[src/rtl/lcd_text_writer.sv]
// ============================================================================
// lcd_text_writer: turns a character stream into character-RAM writes with
// cursor tracking, line wrap, control codes and row/screen clears.
// Revision: 1.0
// ============================================================================
`default_nettype none

module lcd_text_writer #(
    parameter int NUM_COLUMNS = 80,
    parameter int NUM_ROWS    = 30
) (
    input  logic       clock,
    input  logic       reset_n,
    input  logic       in_valid,
    input  logic [6:0] in_char,
    output logic       in_ready,
    output logic       wr_en,
    output logic [6:0] wr_column,
    output logic [5:0] wr_row,
    output logic [6:0] wr_char,
    output logic [6:0] cursor_column,
    output logic [5:0] cursor_row,
    output logic       busy
);

    localparam logic [6:0] LAST_COLUMN = 7'(NUM_COLUMNS - 1);
    localparam logic [5:0] LAST_ROW    = 6'(NUM_ROWS - 1);
    localparam logic [6:0] SPACE       = 7'h20;
    localparam logic [6:0] CODE_BS     = 7'h08;
    localparam logic [6:0] CODE_LF     = 7'h0A;
    localparam logic [6:0] CODE_FF     = 7'h0C;
    localparam logic [6:0] CODE_CR     = 7'h0D;

    typedef enum logic [1:0] {
        CLEAR_SCREEN = 2'd0,
        IDLE         = 2'd1,
        CLEAR_ROW    = 2'd2
    } state_t;

    state_t     state;
    logic [6:0] clear_column;
    logic [5:0] clear_row;
    logic [5:0] next_row;
    logic       accept;
    logic       printable;

    assign in_ready  = (state == IDLE);
    assign busy      = ~in_ready;
    assign accept    = in_valid && in_ready;
    assign printable = (in_char >= 7'h20) && (in_char <= 7'h7E);
    assign next_row  = (cursor_row == LAST_ROW) ? 6'd0 : cursor_row + 6'd1;

    always_ff @(posedge clock or negedge reset_n) begin
        if (!reset_n) begin
            state         <= CLEAR_SCREEN;
            clear_column  <= 7'd0;
            clear_row     <= 6'd0;
            cursor_column <= 7'd0;
            cursor_row    <= 6'd0;
            wr_en         <= 1'b0;
            wr_column     <= 7'd0;
            wr_row        <= 6'd0;
            wr_char       <= SPACE;
        end else begin
            wr_en <= 1'b0;
            case (state)
                CLEAR_SCREEN: begin
                    wr_en     <= 1'b1;
                    wr_column <= clear_column;
                    wr_row    <= clear_row;
                    wr_char   <= SPACE;
                    if (clear_column == LAST_COLUMN) begin
                        clear_column <= 7'd0;
                        if (clear_row == LAST_ROW) begin
                            clear_row <= 6'd0;
                            state     <= IDLE;
                        end else begin
                            clear_row <= clear_row + 6'd1;
                        end
                    end else begin
                        clear_column <= clear_column + 7'd1;
                    end
                end
                CLEAR_ROW: begin
                    // The cursor row cannot change while clearing, so it names the row.
                    wr_en     <= 1'b1;
                    wr_column <= clear_column;
                    wr_row    <= cursor_row;
                    wr_char   <= SPACE;
                    if (clear_column == LAST_COLUMN) begin
                        clear_column <= 7'd0;
                        state        <= IDLE;
                    end else begin
                        clear_column <= clear_column + 7'd1;
                    end
                end
                IDLE: begin
                    if (accept) begin
                        if (printable) begin
                            wr_en     <= 1'b1;
                            wr_column <= cursor_column;
                            wr_row    <= cursor_row;
                            wr_char   <= in_char;
                            if (cursor_column == LAST_COLUMN) begin
                                cursor_column <= 7'd0;
                                cursor_row    <= next_row;
                                clear_column  <= 7'd0;
                                state         <= CLEAR_ROW;
                            end else begin
                                cursor_column <= cursor_column + 7'd1;
                            end
                        end else begin
                            case (in_char)
                                CODE_LF: begin
                                    cursor_column <= 7'd0;
                                    cursor_row    <= next_row;
                                    clear_column  <= 7'd0;
                                    state         <= CLEAR_ROW;
                                end
                                CODE_CR: cursor_column <= 7'd0;
                                CODE_BS: begin
                                    if (cursor_column != 7'd0) begin
                                        cursor_column <= cursor_column - 7'd1;
                                    end
                                end
                                CODE_FF: begin
                                    cursor_column <= 7'd0;
                                    cursor_row    <= 6'd0;
                                    clear_column  <= 7'd0;
                                    clear_row     <= 6'd0;
                                    state         <= CLEAR_SCREEN;
                                end
                                default: ;
                            endcase
                        end
                    end
                end
                default: state <= CLEAR_SCREEN;
            endcase
        end
    end

endmodule

`default_nettype wire

[config.mk]
export PLATFORM = sky130hd
export DESIGN_NAME = lcd_text_writer
export DESIGN_NICKNAME = d
export VERILOG_FILES = /design/src/rtl/lcd_text_writer.sv
export SDC_FILE = /design/constraint.sdc
export NUM_CORES = 1
export LEC_CHECK = 0
export CAP_MARGIN = 5
export CORE_MARGIN = 8
export CORE_UTILIZATION = 55
export DETAILED_ROUTE_END_ITERATION = 8
export DONT_BUFFER_PORTS = 1
export GPL_TIMING_DRIVEN = 0
export HOLD_SLACK_MARGIN = 0.1
export PLACE_DENSITY = 0.68
export SYNTH_ARGS = -nofsm -noshare
export SYNTH_HDL_FRONTEND = slang
export SYNTH_SLANG_ARGS = --single-unit
[constraint.sdc]
create_clock -name clock -period 2.53 [get_ports clock]
set_clock_uncertainty 0.1 [all_clocks]
set_input_delay 0.1265 -clock clock [delete_from_list [all_inputs] [get_ports clock]]
set_output_delay 0.1265 -clock clock [all_outputs]
set_load 0.01 [all_outputs]
==> summary.log, run 1 <==
[timing] Worst Hold Slack 0.162 ns
[critical_path] FF-to-FF setup slack 0.09 ns
[synth] number of warning messages in the yosys log 0
[routing] via count 2589
[place] pre-CTS setup slack 0.0356 ns
[critical_path] CP Data Required Time 2.66 ns
[timing] Least-Margin Pin Slew 0.559 ns
[cells_and_area] Finished Layout Cells 415
[timing] relative max-transition margin 62.8%
[clock_network] clock network latency to the later pin of the worst-skew pair 0.30 ns
[grt] global-route wire length before repair 12.4 mm
[timing] Hold Violations, Final 0
[grt] number of antenna violations at the first check in global routing 0
[floorplan] floorplan die height 89.4 um
[clock_network] CTS tree done
[critical_path] CP Capture Point cursor_column[1]
[floorplan] x dimension of the die 89.4 um
[power] relative contribution of the clock network to total power 34.6%
[critical_path] slowest stage delay, CP 0.49 ns
[cells_and_area] ratio of cells with drive above 1 in the final layout 9.28%
[grt] total congestion overflow 0
[power] internal power 0.00102 W
[synth] number of synthesized flops with an enable pin 0
[routing] Routed wire per std cell 18.6 um
[critical_path] Stages on worst setup path 8
[place] half-perimeter wire length after detailed placement 5.39 mm
[synth] share of the synthesized area in the top cell type 40.6%
[floorplan] Starting Density 57.6%
[routing] vias per inst 6.24
[cells_and_area] # fillers 477
[place] # port buffers 0
[synth] share of synthesized area occupied by flip-flops and latches 41.5%
[timing] maximum clock frequency 411 MHz
[place] Placed Cells incl. Taps 396
[cells_and_area] footprint of the flip-flops and latches 0.00123 mm2
[synth] number of nets in the synthesized netlist 348
[routing] count of nets left with antenna violations after detail routing 0
[routing] detailed-route wire length 7.70 mm
[power] net switching power figure 0.000343 W
[critical_path] chain of cells forming the critical path inv_1 -> ha_2 -> or3b_1 -> o311a_4 -> o31ai_4 -> buf_6 -> a211oi_1 -> a21oi_1
[power] Peak supply drop 0.293 mV
[clock_network] CTS Root Buffer Type sky130_fd_sc_hd__clkbuf_8
[synth] post-synthesis area per instance 9.08 um2
[synth] number of storage elements in the synthesis netlist 49
[critical_path] Crit Reg-Reg Endpoint cursor_column[1]
[routing] number of DRC markers after the initial detailed-route iteration 172
[critical_path] Worst Path Class, Setup reg2reg
[grt] largest net degree at the start of global routing 50
[synth] top area cells in the synthesized netlist sky130_fd_sc_hd__dfrtp_1, sky130_fd_sc_hd__mux2i_1, sky130_fd_sc_hd__o21ai_0
[cells_and_area] final antenna diode count 0
[flow_run] max_cap viols 0
[clock_network] clock-pin transition on the worst setup and hold timing paths 0.10 ns
[hold_path] path class of the lowest-slack min-delay path in2reg
[power] combinational cell fraction of total power 6.3%
[power] sequential share of power 59.2%
[critical_path] maximum fanout count along the critical path 7
[synth] synthesized instance count 326
[timing] period utilisation layout 96.3%
[clock_network] number of buffers between clock root and the deepest sink 2
[grt] vias in the first global route 2453
[power] total design power 0.00136 W
[synth] Async S/R FF share, synth 100%
[routing] Pre-antenna DRT Iters 4
[cells_and_area] area occupied by multi-input gates 0.00162 mm2
[critical_path] critical path endpoint category register
[synth] dominant synthesized flop cell sky130_fd_sc_hd__dfrtp_1
[critical_path] Critical-path top delay cell sky130_fd_sc_hd__dfrtp_2
[routing] post-detailed-route DRC marker count 0
[clock_network] CTS H-tree depth 2
[critical_path] CP bufs+invs 2
[critical_path] delay-heaviest family, CP compound AO/OA/AOI/OAI gates
[status] run status completed
[clock_network] Num CTS Buffers 5
[grt] total track usage 20.0%
[critical_path] Worst R2R Path Depth 8
[critical_path] r2r startpoint cursor_column[1]
[synth] cell area after technology mapping 0.00296 mm2
[floorplan] I/O pin count 46
[cells_and_area] post-layout net count 366
[timing] Max Slew Vio Count 0
[power] fraction of power spent switching nets 25.2%
[cells_and_area] post-synthesis to final-layout area growth 10.6%
[clock_network] total clock sinks 49
[synth] post-synthesis cell type with the largest combined area sky130_fd_sc_hd__dfrtp_1
[synth] number of library cell types mapped by synthesis 55
[timing] Final setup violation count 0
[timing] Sum Neg Setup Slack 0 ns
[critical_path] crit path from cursor_column[1]
[power] power density normalized to cell area 416 mW/mm2
[critical_path] critical path launch point type register
[power] static leakage 1.32 nW
[floorplan] Die Area 0.00799 mm2
[timing] time the worst path needs with I/O delays and setup 2.44 ns
[timing] worst path setup slack after routing 0.0943 ns
[place] placer's final routability congestion estimate 0.828
[floorplan] CORE AREA 0.00514 mm2
[floorplan] total number of placement rows 26
[critical_path] data arrival time at the worst-slack endpoint 2.57 ns
[tightest hold or removal path, stage by stage]
cell                      delay [ns]
sky130_fd_sc_hd__nor3_1         0.05
sky130_fd_sc_hd__o311a_4        0.15
sky130_fd_sc_hd__nand2_1        0.06
sky130_fd_sc_hd__a31oi_1        0.08
sky130_fd_sc_hd__o21ai_1        0.06
[cells in the mapped netlist (2+ instances only)]
cell                       instances
sky130_fd_sc_hd__nand4_1           2
sky130_fd_sc_hd__buf_2             2
sky130_fd_sc_hd__a221oi_1          2
sky130_fd_sc_hd__buf_1             2
sky130_fd_sc_hd__a22oi_1           2
sky130_fd_sc_hd__dfrtp_1          48
sky130_fd_sc_hd__nand3_1          17
sky130_fd_sc_hd__clkbuf_1          9
sky130_fd_sc_hd__o21ai_0          33
sky130_fd_sc_hd__a21oi_1          18
sky130_fd_sc_hd__o41ai_1           2
sky130_fd_sc_hd__nand2b_1          4
sky130_fd_sc_hd__nor2_1           21
sky130_fd_sc_hd__ha_1             12
sky130_fd_sc_hd__o221ai_1          3
sky130_fd_sc_hd__or2_2             2
sky130_fd_sc_hd__nor4_1            2
sky130_fd_sc_hd__inv_1            15
sky130_fd_sc_hd__a21o_1            4
sky130_fd_sc_hd__mux2i_1          17
sky130_fd_sc_hd__or3_1             4
sky130_fd_sc_hd__o21bai_1          4
sky130_fd_sc_hd__a31oi_1           3
sky130_fd_sc_hd__a211oi_1          3
sky130_fd_sc_hd__a32oi_1           2
sky130_fd_sc_hd__nor3b_1           4
sky130_fd_sc_hd__nor3_1            9
sky130_fd_sc_hd__nor2b_1           7
sky130_fd_sc_hd__and4b_1           2
sky130_fd_sc_hd__o31ai_1          10
sky130_fd_sc_hd__nand2_1          37
[layer usage]
layer  wire length [um]  vias up  GRT usage, %
li1                   -     1228             -
met1               3430     1277          26.0
met2               3720       73          32.6
met3                459       11          4.87
met4                 98        0          4.38
met5                  0        -             0
[layout by cell type (no fill, tap or decap), drive strengths merged, types with 3 or more instances in the layout]
| master | Yosys | layout |
|---|---|---|
| o221ai | 3 | 3 |
| a31oi | 3 | 3 |
| buf | 5 | 6 |
| a211oi | 4 | 4 |
| ha | 12 | 12 |
| nand3 | 18 | 18 |
| o31ai | 11 | 11 |
| a21o | 4 | 4 |
| or3 | 5 | 5 |
| nand2b | 4 | 4 |
| mux2i | 17 | 17 |
| o21ai | 35 | 35 |
| dlygate4sd3 | 0 | 9 |
| clkbuf | 9 | 15 |
| nor3b | 5 | 5 |
| o21bai | 4 | 4 |
| nor3 | 9 | 9 |
| a21oi | 18 | 18 |
| a22oi | 3 | 3 |
| nor2b | 7 | 7 |
| dfrtp | 48 | 48 |
| inv | 15 | 16 |
| nor2 | 21 | 21 |
| nand2 | 37 | 37 |
[per-stage QoR]
step,utilization [%],instance area (um2)
after global placement,59.3,3050
after floorplan,-,2960
after global routing,63.7,3270
after CTS,63.3,3260
final,63.7,3270
after detailed placement,59.3,3050
[worst min-delay path by stage]
| stage | startpoint | endpoint | slack [ns] | depth (start not counted) |
|---|---|---|---|---|
| after global placement | reset_n | wr_row[4] | -0.27 | 0 |
| after CTS | in_char[2] | cursor_column[4] | 0.16 | 5 |
| after floorplan | reset_n | clear_column[0] | -0.27 | 0 |
| after global routing | in_char[2] | cursor_column[4] | 0.19 | 5 |
| final | in_char[2] | cursor_column[4] | 0.16 | 5 |
| after detailed placement | reset_n | wr_row[4] | -0.27 | 0 |
[registers in the layout, summed over array words and instances (netlist names)]
register and cells:
clear_column 7, clear_row 6, wr_char 7, cursor_row 6, cursor_column 7, wr_en 1, wr_column 7, wr_row 6
state 2
[power groups by stage]
stage	sequential [W]	clock [W]	combinational [W]
global route	0.000808	0.000513	0.0000943
finish	0.000807	0.000471	0.0000855
CTS	0.000806	0.000487	0.0000850
detailed placement	0.000822	0	0.0000480
floorplan	0.000815	0	0.0000388
global placement	0.000822	0	0.0000469
[area by class of cell]
type	instances	area share, %
Multi-Input combinational cell	248	49.5
Timing Repair Buffer	11	3.94
Clock inverter	3	0.650
Inverter	15	1.72
Buffer	14	1.87
Sequential cell	49	37.6
Tap cell	70	2.67
Clock buffer	5	2.10
[cell families after synthesis]
| logic type | share of synthesized area [%] |
|---|---|
| compound gates | 21.9 |
| xor+xnor | 0.296 |
| fa+ha+maj | 5.07 |
| buf+inv | 3.89 |
| flops | 41.5 |
| mux | 6.13 |
| simple gates | 21.3 |
[timing repair]
| item | in CTS | in global routing |
|---|---|---|
| setup endpoints to repair | 0 | 14 |
| endpoints found under the hold margin | 69 | 0 |
| setup buffers | 0 | 1 |
| resized for setup | 0 | 8 |
| hold buffers | 10 | 0 |
Note: power is estimated with default switching activity, not from simulation.
==> run 2: changes to the inputs <==
--- a/config.mk
+++ b/config.mk
@@ -6,13 +6,12 @@
 export NUM_CORES = 1
 export LEC_CHECK = 0
 export CAP_MARGIN = 5
-export CORE_MARGIN = 8
-export CORE_UTILIZATION = 55
+export CORE_UTILIZATION = 25
 export DETAILED_ROUTE_END_ITERATION = 8
 export DONT_BUFFER_PORTS = 1
 export GPL_TIMING_DRIVEN = 0
 export HOLD_SLACK_MARGIN = 0.1
-export PLACE_DENSITY = 0.68
+export PLACE_DENSITY_LB_ADDON = 0.08
 export SYNTH_ARGS = -nofsm -noshare
 export SYNTH_HDL_FRONTEND = slang
 export SYNTH_SLANG_ARGS = --single-unit
==> run 2 against run 1 <==
Net effect: sequential power about the same; hold slack got worse by 0.058 ns; sequential share of layout area decreased by 1.7 points; total power increased by 18%; global-route usage decreased by 4.7 points; die area increased by 54%; count of clock-buffer cells in the layout increased by 2; non-clock buffer count unchanged; cell area increased by 4.7%; via count decreased by 3.2%; register-to-register slack improved by 0.03 ns; critical path depth unchanged; critical path type unchanged.
==> summary.log, run 2 (synthesized netlist as in run 1, its figures left out) <==
[clock_network] clock-pin transition on the worst setup and hold timing paths 0.07 ns [was 0.10 ns]
[power] Peak supply drop 0.335 mV [was 0.293 mV]
[floorplan] Die Area 0.0123 mm2 [was 0.00799 mm2]
[clock_network] clock network latency to the later pin of the worst-skew pair 0.29 ns [was 0.30 ns]
[critical_path] maximum fanout count along the critical path 9 [was 7]
[routing] via count 2507 [was 2589]
[clock_network] total clock sinks 49 [unchanged]
[routing] detailed-route wire length 8.70 mm [was 7.70 mm]
[power] static leakage 1.36 nW [was 1.32 nW]
[grt] total congestion overflow 0 [unchanged]
[critical_path] data arrival time at the worst-slack endpoint 2.46 ns [was 2.57 ns]
[routing] post-detailed-route DRC marker count 0 [unchanged]
[routing] count of nets left with antenna violations after detail routing 0 [unchanged]
[critical_path] Worst Path Class, Setup reg2reg [unchanged]
[timing] worst path setup slack after routing 0.128 ns [was 0.0943 ns]
[timing] time the worst path needs with I/O delays and setup 2.40 ns [was 2.44 ns]
[place] half-perimeter wire length after detailed placement 6.21 mm [was 5.39 mm]
[critical_path] critical path endpoint category register [unchanged]
[cells_and_area] final antenna diode count 0 [unchanged]
[timing] Sum Neg Setup Slack 0 ns [unchanged]
[cells_and_area] # fillers 1197 [was 477]
[floorplan] I/O pin count 46 [unchanged]
[floorplan] CORE AREA 0.0115 mm2 [was 0.00514 mm2]
[cells_and_area] most common cell after layout, fill and taps aside sky130_fd_sc_hd__dfrtp_1 [unchanged]
[floorplan] x dimension of the die 111 um [was 89.4 um]
[floorplan] total number of placement rows 39 [was 26]
[grt] largest net degree at the start of global routing 50 [unchanged]
[hold_path] path class of the lowest-slack min-delay path in2reg [unchanged]
[cells_and_area] ratio of cells with drive above 1 in the final layout 8.99% [was 9.28%]
[place] # port buffers 0 [unchanged]
[status] run status completed [unchanged]
[flow_run] max_cap viols 0 [unchanged]
[timing] Hold Violations, Final 0 [unchanged]
[clock_network] CTS H-tree depth 2 [unchanged]
[timing] relative max-transition margin 62.2% [was 62.8%]
[place] pre-CTS setup slack -0.0862 ns [was 0.0356 ns]
[routing] number of DRC markers after the initial detailed-route iteration 99 [was 172]
[critical_path] CP Data Required Time 2.59 ns [was 2.66 ns]
[floorplan] Starting Density 25.8% [was 57.6%]
[cells_and_area] area occupied by multi-input gates 0.00162 mm2 [unchanged]
[timing] maximum clock frequency 416 MHz [was 411 MHz]
[clock_network] Num CTS Buffers 5 [unchanged]
[cells_and_area] commonest cells after routing, fill and taps aside sky130_fd_sc_hd__dfrtp_1, sky130_fd_sc_hd__nand2_1, sky130_fd_sc_hd__o21ai_0 [unchanged]
[routing] Pre-antenna DRT Iters 4 [unchanged]
[timing] Worst Hold Slack 0.105 ns [was 0.162 ns]
[cells_and_area] post-synthesis to final-layout area growth 15.8% [was 10.6%]
[floorplan] floorplan die height 111 um [was 89.4 um]
[routing] vias per inst 5.14 [was 6.24]
[timing] Least-Margin Pin Slew 0.567 ns [was 0.559 ns]
[timing] Max Slew Vio Count 0 [unchanged]
[clock_network] CTS tree done [unchanged]
[place] placer's final routability congestion estimate 0.706 [was 0.828]
[grt] vias in the first global route 2621 [was 2453]
[grt] number of antenna violations at the first check in global routing 0 [unchanged]
[power] power density normalized to cell area 470 mW/mm2 [was 416 mW/mm2]
[critical_path] critical path launch point type register [unchanged]
[clock_network] number of buffers between clock root and the deepest sink 2 [unchanged]
[grt] global-route wire length before repair 14.6 mm [was 12.4 mm]
[cells_and_area] post-layout net count 366 [unchanged]
[grt] total track usage 15.2% [was 20.0%]
[routing] Routed wire per std cell 17.8 um [was 18.6 um]
[timing] Final setup violation count 0 [unchanged]
[power] total design power 0.00161 W [was 0.00136 W]
[timing] period utilisation layout 95.0% [was 96.3%]
[cells_and_area] footprint of the flip-flops and latches 0.00123 mm2 [unchanged]
[clock_network] CTS Root Buffer Type sky130_fd_sc_hd__clkbuf_16 [was sky130_fd_sc_hd__clkbuf_8]
-- run 2: changes by cell type in the layout (fill, tap and decap cells not counted), sizes merged --
cell,delta
buf,+1
clkbuf,+1
clkinvlp,-1
inv,-1
-- run 2: worst max-delay path, stage by stage (launching register included) --
cell                       delay, ns
sky130_fd_sc_hd__dfrtp_2        0.48
sky130_fd_sc_hd__inv_1          0.10
sky130_fd_sc_hd__ha_2           0.21
sky130_fd_sc_hd__or3b_1         0.40
sky130_fd_sc_hd__o311a_4        0.36
sky130_fd_sc_hd__o31ai_4        0.24
sky130_fd_sc_hd__buf_4          0.19
sky130_fd_sc_hd__o21bai_1       0.12
sky130_fd_sc_hd__mux2i_1        0.08
-- run 2: area by class of cell --
type	instances	area share [%]
Tap cell	143	5.22
Timing Repair Buffer	11	3.65
Sequential cell	49	35.9
Clock inverter	1	0.146
Inverter	15	1.64
Buffer	14	1.79
Clock buffer	7	4.45
Multi-Input combinational cell	248	47.2
-- run 2: through the flow --
stage	area [um2]	instances	utilization, %
after floorplan	2960	326	-
after global placement	3140	469	27.4
after detailed placement	3140	469	27.4
after CTS	3420	487	29.8
after global routing	3430	488	29.9
final	3430	488	29.9
-- run 2: repair_timing --
item,CTS,global route
hold endpoints to repair,59,0
hold buffers,10,0
buffers inserted,0,1
pin swaps,0,2
resized for setup,1,5
endpoints found under the setup margin,2,10
-- run 2: per-layer routing --
layer / global-route usage [%] / share of wire [%]
met5: 0 / 0
met4: 4.71 / 1.4
met3: 4.48 / 6.2
met2: 22.4 / 42
met1: 21.3 / 50
-- run 2: power breakdown --
group	switching [W]	internal [W]	leakage (nW)
Clock	0.000300	0.000420	0.0799
Combinational	0.0000505	0.0000353	0.715
Sequential	0.0000183	0.000789	0.564
Total	0.000369	0.00124	1.36
-- run 2: worst paths after layout --
check	startpoint	end	slack (ns)	cells after the start
max	cursor_column[1]	cursor_column[5]	0.13	8
min	in_valid	state[1]	0.10	3
max reg2reg	cursor_column[1]	cursor_column[5]	0.13	8
min reg2reg	wr_char[5]	wr_char[5]	0.40	2
max in group asynchronous	reset_n	wr_char[5]	1.76	2
min in group asynchronous	reset_n	clear_column[1]	0.25	2
